**src/rtl/uart_tx_arbiter.sv**
```systemverilog
// ---------------------------------------------------------------------------
// uart_tx_arbiter
//
// Arbitrates two packet requesters onto a single byte-wide UART transmitter.
// Each granted request is sent as a 4-byte packet:
//     HEADER, TAGn, payload[15:8], payload[7:0]
// Ties are resolved round-robin against the last granted requester. Each byte
// is handed over with a one-cycle tx_en strobe. The arbiter then waits for the
// transmitter to drop tx_status (byte taken), or for TIMEOUT cycles, and then
// for tx_status to rise again before the next byte.
//
// Parameters
//   HEADER   first byte of every packet
//   TAG0     second byte of packets from requester 0
//   TAG1     second byte of packets from requester 1
//   TIMEOUT  WAIT_LOW cycles after which a byte counts as accepted (1-255)
//
// Ports
//   sysclk     in   clock, all logic on the rising edge
//   reset      in   synchronous active-high reset
//   req0       in   requester 0 request, held with data0 stable until gnt0
//   data0      in   requester 0 payload (16 bits)
//   req1       in   requester 1 request, held with data1 stable until gnt1
//   data1      in   requester 1 payload (16 bits)
//   tx_status  in   transmitter ready (1 = can accept a byte)
//   tx_data    out  byte to the transmitter, registered, held between loads
//   tx_en      out  one-cycle transmit strobe, registered
//   gnt0       out  one-cycle pulse: data0 captured
//   gnt1       out  one-cycle pulse: data1 captured
//   busy       out  high whenever the FSM is not IDLE (combinational)
//   done       out  one-cycle pulse after the last byte of a packet completes
// ---------------------------------------------------------------------------
module uart_tx_arbiter #(
    parameter logic [7:0]  HEADER  = 8'h0A,
    parameter logic [7:0]  TAG0    = 8'h01,
    parameter logic [7:0]  TAG1    = 8'h02,
    parameter int unsigned TIMEOUT = 15
) (
    input  logic        sysclk,
    input  logic        reset,
    input  logic        req0,
    input  logic [15:0] data0,
    input  logic        req1,
    input  logic [15:0] data1,
    input  logic        tx_status,
    output logic [7:0]  tx_data,
    output logic        tx_en,
    output logic        gnt0,
    output logic        gnt1,
    output logic        busy,
    output logic        done
);

    typedef enum logic [1:0] {
        IDLE,
        ISSUE,
        WAIT_LOW,
        WAIT_HIGH
    } state_t;

    localparam logic [7:0] TIMER_LAST = 8'(TIMEOUT - 1);

    state_t      state;
    logic [1:0]  idx;
    logic        lg;
    logic [7:0]  timer;
    logic [15:0] payload;
    logic [7:0]  cur_byte;

    // lg only changes on a grant, so while a packet is in flight it also
    // identifies the owner of that packet and selects the tag byte.
    always_comb begin
        cur_byte = HEADER;
        case (idx)
            2'd0:    cur_byte = HEADER;
            2'd1:    cur_byte = lg ? TAG1 : TAG0;
            2'd2:    cur_byte = payload[15:8];
            default: cur_byte = payload[7:0];
        endcase
    end

    assign busy = (state != IDLE);

    always_ff @(posedge sysclk) begin
        if (reset) begin
            state   <= IDLE;
            idx     <= '0;
            timer   <= '0;
            lg      <= 1'b1;
            payload <= '0;
            tx_data <= '0;
            tx_en   <= 1'b0;
            gnt0    <= 1'b0;
            gnt1    <= 1'b0;
            done    <= 1'b0;
        end else begin
            tx_en <= 1'b0;
            gnt0  <= 1'b0;
            gnt1  <= 1'b0;
            done  <= 1'b0;

            case (state)
                IDLE: begin
                    // Requester 0 wins when alone, or on a tie when
                    // requester 1 had the previous grant.
                    if (req0 && (!req1 || lg)) begin
                        payload <= data0;
                        lg      <= 1'b0;
                        gnt0    <= 1'b1;
                        idx     <= '0;
                        state   <= ISSUE;
                    end else if (req1) begin
                        payload <= data1;
                        lg      <= 1'b1;
                        gnt1    <= 1'b1;
                        idx     <= '0;
                        state   <= ISSUE;
                    end
                end

                ISSUE: begin
                    if (tx_status) begin
                        tx_data <= cur_byte;
                        tx_en   <= 1'b1;
                        timer   <= '0;
                        state   <= WAIT_LOW;
                    end
                end

                WAIT_LOW: begin
                    // A transmitter that never drops ready is assumed to
                    // have taken the byte after TIMEOUT cycles here.
                    if (!tx_status || timer == TIMER_LAST) begin
                        state <= WAIT_HIGH;
                    end else begin
                        timer <= timer + 8'd1;
                    end
                end

                WAIT_HIGH: begin
                    if (tx_status) begin
                        if (idx != 2'd3) begin
                            idx   <= idx + 2'd1;
                            state <= ISSUE;
                        end else begin
                            done  <= 1'b1;
                            state <= IDLE;
                        end
                    end
                end

                default: begin
                    state <= IDLE;
                end
            endcase
        end
    end

endmodule

```
**config.mk**
```make
export PLATFORM = sky130hd
export DESIGN_NAME = uart_tx_arbiter
export DESIGN_NICKNAME = d
export VERILOG_FILES = /design/src/rtl/uart_tx_arbiter.sv
export SDC_FILE = /design/constraint.sdc
export NUM_CORES = 1
export LEC_CHECK = 0
export ABC_AREA = 1
export BUFFER_PORTS_ARGS = -buffer_cell sky130_fd_sc_hd__buf_2
export CORE_UTILIZATION = 58
export DETAILED_ROUTE_END_ITERATION = 8
export MAX_ROUTING_LAYER = met4
export PLACE_DENSITY = 0.86
export SKIP_LAST_GASP = 1
export SLEW_MARGIN = 20
export SYNTH_ARGS = -nofsm -noshare
export SYNTH_HDL_FRONTEND = slang
export SYNTH_SLANG_ARGS = --single-unit
export TNS_END_PERCENT = 20
```
**constraint.sdc**
```tcl
create_clock -name sysclk -period 4 [get_ports sysclk]
set_input_delay 0.8 -clock sysclk [delete_from_list [all_inputs] [get_ports sysclk]]
set_output_delay 0.8 -clock sysclk [all_outputs]
set_load 0.01 [all_outputs]
```
Word level (Yosys, flattened, before mapping):

Cells that the tools add are included.

* input port bits: 37
* register bits after elaboration: 41
* logic and storage cells: 74
* output and inout port bits: 13

* bitwise operators: 4
* reduce and logical (&&, ||, !) cells: 20
* multiplexer cells: 25
* $add $sub $neg: 2
* eq/ne operators: 13

Operators with widths (count)
* $mux 16: 2
* $pmux 8 s3: 1
* $mux 2: 10
* $mux 8: 2
* $pmux 8 s2: 1
* $ne 2x2->1 const B: 6
* $add 8x1->8 const B: 1
* $eq 8x4->1 const B: 1
* $pmux 2 s4: 1
* $reduce_and 4->1: 2
* $reduce_bool 2->1: 4
* $mux 1: 7
* $eq 2x2->1 const B: 3
* $reduce_or 3->1: 2
* $eq 2x1->1 const B: 2
* $logic_not 2->1: 2
* $not 1->1: 4
* $pmux 2 s2: 1
* $reduce_and 2->1: 2
* $reduce_or 2->1: 2
* $ne 3x3->1 const B: 1
* $reduce_and 3->1: 1
* $add 2x1->2 const B: 1
* $logic_not 1->1: 2
* 2 further kinds: 3

Logic depth before layout (Yosys ltp):

Gate-level depths: netlist (run 1).

* depth in word-level cells: 5
* gate-level depth with buffers: 11
* depth with buffers taken out: 10

Worst setup path after synthesis (run 1):

OpenSTA, ideal clock, no wires.

* kind: register to output
* start point: reg state[0]
* end point: out busy
* required time: 3200 ps
* cell stages (with the launch flop): 4
* slack: 2303 ps
* arrival time: 897 ps
* buffers on the path: 0
* cell sequence: dfxtp_1 > inv_1 > ha_1 > inv_1

* longest elaborated chain between the ends: 1

Ends and longest elaborated chain
* from (decl): RTL line 63 `state_t state;`
* from (signal assigned): RTL line 86 `state <= IDLE;`
* from (signal assigned): RTL line 111 `state <= ISSUE;`
* from (signal assigned): RTL line 117 `state <= ISSUE;`
* $reduce_bool 2->1: RTL line 82 `assign busy = (state != IDLE);`
* to (decl): RTL line 50 `output logic busy,`

Every way passes these cells.

Final worst setup path (run 1):

Same ends and word-level chain as after synthesis.

==> results.ini, run 1 <==
[status]
status = completed

[power]
powerDensity_nw_per_um2 = 567
ir_drop_mv = 0.333
power_leakage_nw = 1.30

[cells_and_area]
fillers = 299
drive_gt1_frac = 0.221
syn_to_final_growth_pct = 14.4
ff_latch_area_sq_um = 821
antenna_cells = 0
most-common-layout-cells = 50 x nand3_1, 49 x nand2_1, 49 x buf_2
multi_input_area_sq_um = 1190
nNetsFinal = 373
layout_commonest_cell = nand3_1

[clock_network]
clk_path_buf_depth = 2
ctsHoldBuffers = 0
clock_latency_ns = 0.31
cts-root-buf = clkbuf_8
htreeDepth = 2
cts_buffers = 5
cts_setup_buffers = 0
cts_tree = built
cts.sinks = 41
clkTransAtPathRegs_ns = 0.07
cts_resized = 0

[worst_setup_path]
crit_required_ns = 3.20
worstPathCellList = inv_1 -> ha_1 -> inv_1 -> buf_2
cp_max_fo = 5
endpoint_kind = primary output
crit_buf_inv = 3
critPathKind = flop to primary output
timing.rr.start = state[0]
cp_top_family = buffers and inverters
critPathLaunchType = flop
startpoint = state[0]
worst_path_most_repeated_cell = inv_1
arrival_ns = 1.52
cp_slowest_stage_delay_ns = 0.41
cpMaxStageDelayCell = dfxtp_1

[timing]
setup_ws_ns = 1.68
worst_pin_slew_ns = 0.962
fin_worst_skew_ns = 0.00902
rsz0062_at_grt = false
period_minus_slack_ns = 2.32
max_freq_mhz = 431
setup_viol = 0
slew_headroom = 0.358
final_max_slew_viol_count = 0
period_share = 0.579
final.setup.tns_ns = 0
finalHoldViolations = 0

[worst_hold_path]
min_from = tx_data[2]
worst_hold_path_type = flop to flop

[drt]
drt_iter0_drc = 149
firstDrtPassIters = 5
vias_per_cell = 5.54
ant_nets = 0
wl_um = 4920
drc_errors = 0
vias = 2062
wl_per_cell_um = 13.2

[synth]
synth_cells = 283
async_flop_share = 0
ys_seq_area_frac = 0.374
synth_area_per_cell_sq_um = 7.75
synth_edf_count = 0
synth_cell_types = 32
ys.flop_type = dfxtp_1
ys_warn_count = 0
ys_seq_elements = 41
synth_nets = 331
synth_area_sq_um = 2190

[die]
dieArea_sq_um = 4030
die_h_um = 63.5
die_w_um = 63.5
start_util = 0.633
io_pins = 50
row_count = 21
core_area_sq_um = 3470

[global_route]
grt_pass1_wl_um = 8570
grt_pass1_vias = 2075
grt-ovfl-total = 0
antenna_found_initial = 0
grt_max_degree = 34
track_usage = 0.284

[job]
cap_violations = 0

[place]
routabilityCongestion = 0.832
dpl.hpwl_um = 3620
io_buffer_count = 49
dpl_worst_slack_ns = 1.57

[layer usage]
layer  wire length, um  track usage  up-vias  part of all wire
met5                 0            -        -                 0
met2              2350        0.436       61              0.48
met3               248       0.0924       15             0.050
met1              2160        0.317      952              0.44
met4               161        0.173        0             0.033
li1                  -            -     1034                 -
[registers in the layout (all words and copies together), names as in the netlist]
register,cells
tx_data,8
tx_en,1
idx,2
gnt1,1
payload,16
gnt0,1
done,1
state,2
lg,1
timer,8
[stage by stage]
step	total power, mW	cells	hold slack, ns	cell area, sq um	util
finish	1.42	372	0.494	2510	0.724
global route	1.53	372	0.528	2510	0.724
CTS	1.43	372	0.497	2510	0.724
detailed placement	1.13	364	0.485	2410	0.695
global placement	1.11	364	0.477	2410	0.695
floorplan	0.996	283	0.458	2190	-
[cell families after synthesis]
group | count (synthesis) | synth area share
XOR/XNOR | 2 | 0.00798
flip-flops | 41 | 0.374
AND/OR/NAND/NOR | 139 | 0.300
AO/OA/AOI/OAI | 52 | 0.172
buffers and inverters | 38 | 0.0827
adder cells (fa/ha/maj) | 11 | 0.0627
[area by class of cell]
cell class                      count  share of cell area
Clock buffer                        7              0.0384
Tap cell                           46              0.0229
Clock inverter                      1             0.00199
Inverter                           24              0.0374
Sequential cell                    41               0.327
Timing Repair Buffer               49              0.0977
Multi-Input combinational cell    204               0.475
[power by group]
group	internal [mW]	switching [mW]	leakage, nW
Sequential	0.517	0.0677	0.337
Combinational	0.203	0.337	0.907
Clock	0.156	0.144	0.0542
[tightest hold or removal path: stages, from the launching register on]
cell,delay (ns)
dfxtp_1,0.31
nand2_1,0.06
a22oi_1,0.07
[synthesized netlist by cell type (all sizes together) (2+ instances only)]
master / number / area (sq um)
nand2: 56 / 248
nand3: 52 / 278
dfxtp: 41 / 821
nor2: 25 / 93.8
inv: 22 / 85.1
a21oi: 20 / 111
o211a: 16 / 160
buf: 12 / 80.1
ha: 11 / 138
o21ai: 10 / 50.1
a22oi: 3 / 22.5
nor3: 3 / 20.0
clkbuf: 2 / 7.51
clkinv: 2 / 8.75
o211ai: 2 / 15.0
[final timing paths]
kind | to | slack [ns] | depth (start not counted)
worst max-delay path | busy | 1.68 | 4
worst min-delay path | tx_data[2] | 0.49 | 2
worst max register to register | payload[7] | 1.95 | 6
worst min register to register | tx_data[2] | 0.49 | 2
Power figures use the tool's default switching activity.
==> run 2, diff against run 1 <==
Settings changed: ABC_AREA 1 to 0, CORE_UTILIZATION 58 to 48, PLACE_DENSITY 0.86 to 0.77.
Clock period 4 ns to 2 ns, I/O delays scaled along.
==> results.ini, run 2 <==
[power]
ir_drop_mv = 0.703  ; +110%
powerDensity_nw_per_um2 = 1070  ; +89%
power_leakage_nw = 1.06  ; -18%

[cells_and_area]
drive_gt1_frac = 0.250  ; +0.0291
layoutNonFillerInstCount = 330  ; -11%
final_util = 0.604  ; -0.120
antenna_cells = 0  ; unchanged
nNetsFinal = 327  ; -12%
fillers = 369  ; +23%
top_regs = payload: 16 flops, timer: 8 flops, tx_data: 8 flops
top_register = payload
syn_to_final_growth_pct = 19.5
largest_reg_flops = 16  ; unchanged
most-common-layout-cells = 49 x buf_2, 41 x dfxtp_1, 31 x nor2_1
layout_commonest_cell = buf_2

[clock_network]
clock_latency_ns = 0.30  ; about the same
cts_setup_buffers = 0  ; unchanged
htreeDepth = 2  ; unchanged
cts_buffers = 5  ; unchanged
cts_resized = 0  ; unchanged
clkTransAtPathRegs_ns = 0.08  ; about the same
ctsHoldBuffers = 0  ; unchanged
cts_tree = built
clk_path_buf_depth = 2  ; unchanged
cts-root-buf = clkbuf_8
cts.sinks = 41  ; unchanged

[timing]
hold_ws_ns = 0.383  ; -0.111 ns
finalHoldViolations = 0  ; unchanged
final_max_slew_viol_count = 0  ; unchanged
period_share = 0.928
fin_worst_skew_ns = 0.00829  ; -0.000737 ns
slew_headroom = 0.589  ; +0.231
period_minus_slack_ns = 1.86
setup_ws_ns = 0.143  ; -1.54 ns
final.setup.tns_ns = 0  ; unchanged
setup_viol = 0  ; unchanged
rsz0062_at_grt = false
max_freq_mhz = 539
worst_pin_slew_ns = 0.610  ; -0.352 ns

[global_route]
grt_max_degree = 34  ; unchanged
grt-ovfl-total = 0  ; unchanged
grt_pass1_vias = 1496  ; -28%
track_usage = 0.204  ; -0.0798
grt_pass1_wl_um = 6660  ; -22%
antenna_found_initial = 0  ; unchanged

[drt]
ant_nets = 0  ; unchanged
firstDrtPassIters = 5  ; unchanged
vias = 1763  ; -15%
drc_errors = 0  ; unchanged
wl_um = 4050  ; -18%
vias_per_cell = 5.34  ; -3.6%
wl_per_cell_um = 12.3  ; -7.1%
drt_iter0_drc = 84  ; -44%

[die]
start_util = 0.506  ; -0.127
die_h_um = 67.4  ; +6.1%
die_w_um = 67.4  ; +6.1%
core_area_sq_um = 4060  ; +17%
row_count = 23  ; +9.5%
dieArea_sq_um = 4540  ; +13%
io_pins = 50  ; unchanged

[worst_setup_path]
crit_required_ns = 2.16  ; -1.04 ns
cpMaxStageDelayCell = or4b_4
arrival_ns = 2.02  ; +0.50 ns
critPathLaunchType = flop
cp_slowest_stage_delay_ns = 0.50  ; +0.09 ns
worstPathCellList = inv_1 -> ha_1 -> or4b_4 -> o21ai_4 -> or4_1 -> a21oi_1
endpoint_kind = flop
cp_max_fo = 11  ; +6
critPathKind = flop to flop

[synth]
synth_area_sq_um = 2050  ; -6.5%
synth_area_leaders = dfxtp_1 40%, mux2i_1 8.8%, ha_1 6.7%, a211oi_1 5.9%, nor2_1 5.9%
async_flop_share = 0  ; unchanged
ys_seq_area_frac = 0.400  ; +0.0260
synth_top_area_share = 0.400  ; +0.0260
yosysMostFrequentCell = dfxtp_1
ys_seq_elements = 41  ; unchanged
synthTopCellsByCount = 41 x dfxtp_1, 32 x nor2_1, 23 x nand2_1
synth_top_cell_by_area = dfxtp_1
synth_cells = 233  ; -18%
ys_warn_count = 0  ; unchanged
synth_edf_count = 0  ; unchanged
synth_nets = 281  ; -15%
synth_area_per_cell_sq_um = 8.81  ; +14%
synth_cell_types = 44  ; +38%
ys.flop_type = dfxtp_1

[place]
dpl.hpwl_um = 2950  ; -18%
dpl_worst_slack_ns = 0.0680  ; -1.50 ns
io_buffer_count = 49  ; unchanged
dp_cells = 322  ; -12%
routabilityCongestion = 0.814  ; -2.1%

[status]
status = completed

[worst_hold_path]
worst_hold_path_type = input port to flop

[job]
cap_violations = 0  ; unchanged

-- run 2: changes by cell type after synthesis, moves of 10 or more --
cell	change
inv_1	-10
o211a_1	-16
a211oi_1	+16
mux2i_1	+18
nand2_1	-26
nand3_1	-45
a21oi_1	-10
-- run 2: kinds of logic (layout without fill, tap and decap cells) --
kind of cell	after synthesis	after routing	synth area share
flip-flops	41	41	0.400
adder cells (fa/ha/maj)	11	11	0.0671
multiplexers	19	19	0.0933
AND/OR/NAND/NOR	81	81	0.187
AO/OA/AOI/OAI	56	56	0.195
XOR/XNOR	1	1	0.00427
buffers and inverters	24	71	0.0530
-- run 2: final timing paths --
path,end,slack [ns],from,cells after the start
min,gnt1,0.38,req1,3
max reg2reg,timer[3],0.14,state[0],6
max,timer[3],0.14,state[0],6
min reg2reg,tx_data[3],0.46,tx_data[3],2
-- run 2: routing by layer --
metal  GRT usage  up-vias  share of wire
li1            -      920              -
met1       0.249      785           0.48
met2       0.301       51           0.44
met3      0.0693        7          0.056
met4      0.0904        0          0.015
met5           -        -              0
-- run 2: where the power goes --
group	internal, mW	switching [mW]
logic	0.352	0.459
clock network	0.406	0.290
registers	1.01	0.113
-- run 2: final cells by class --
class	count	area (sq um)	share of cell area
Sequential cell	41	821	0.335
Clock buffer	6	82.6	0.0337
Clock inverter	2	37.5	0.0153
Timing Repair Buffer	53	275	0.112
Tap cell	50	62.6	0.0255
Multi-Input combinational cell	168	1140	0.463
Inverter	10	37.5	0.0153
-- run 2: through the flow --
step,total power [mW],instance area [sq um]
after floorplan,1.74,2050
after global placement,1.92,2320
after detailed placement,1.95,2320
after CTS,2.64,2440
after global routing,2.82,2450
final,2.63,2450
-- run 2: worst max-delay path: cells and delay by family (launching register included) --
family                   cells  cell delay [ns]
buffers and inverters        1             0.13
AND/OR/NAND/NOR              2             0.68
adder cells (fa/ha/maj)      1             0.24
AO/OA/AOI/OAI                2             0.34
flip-flops                   1             0.34
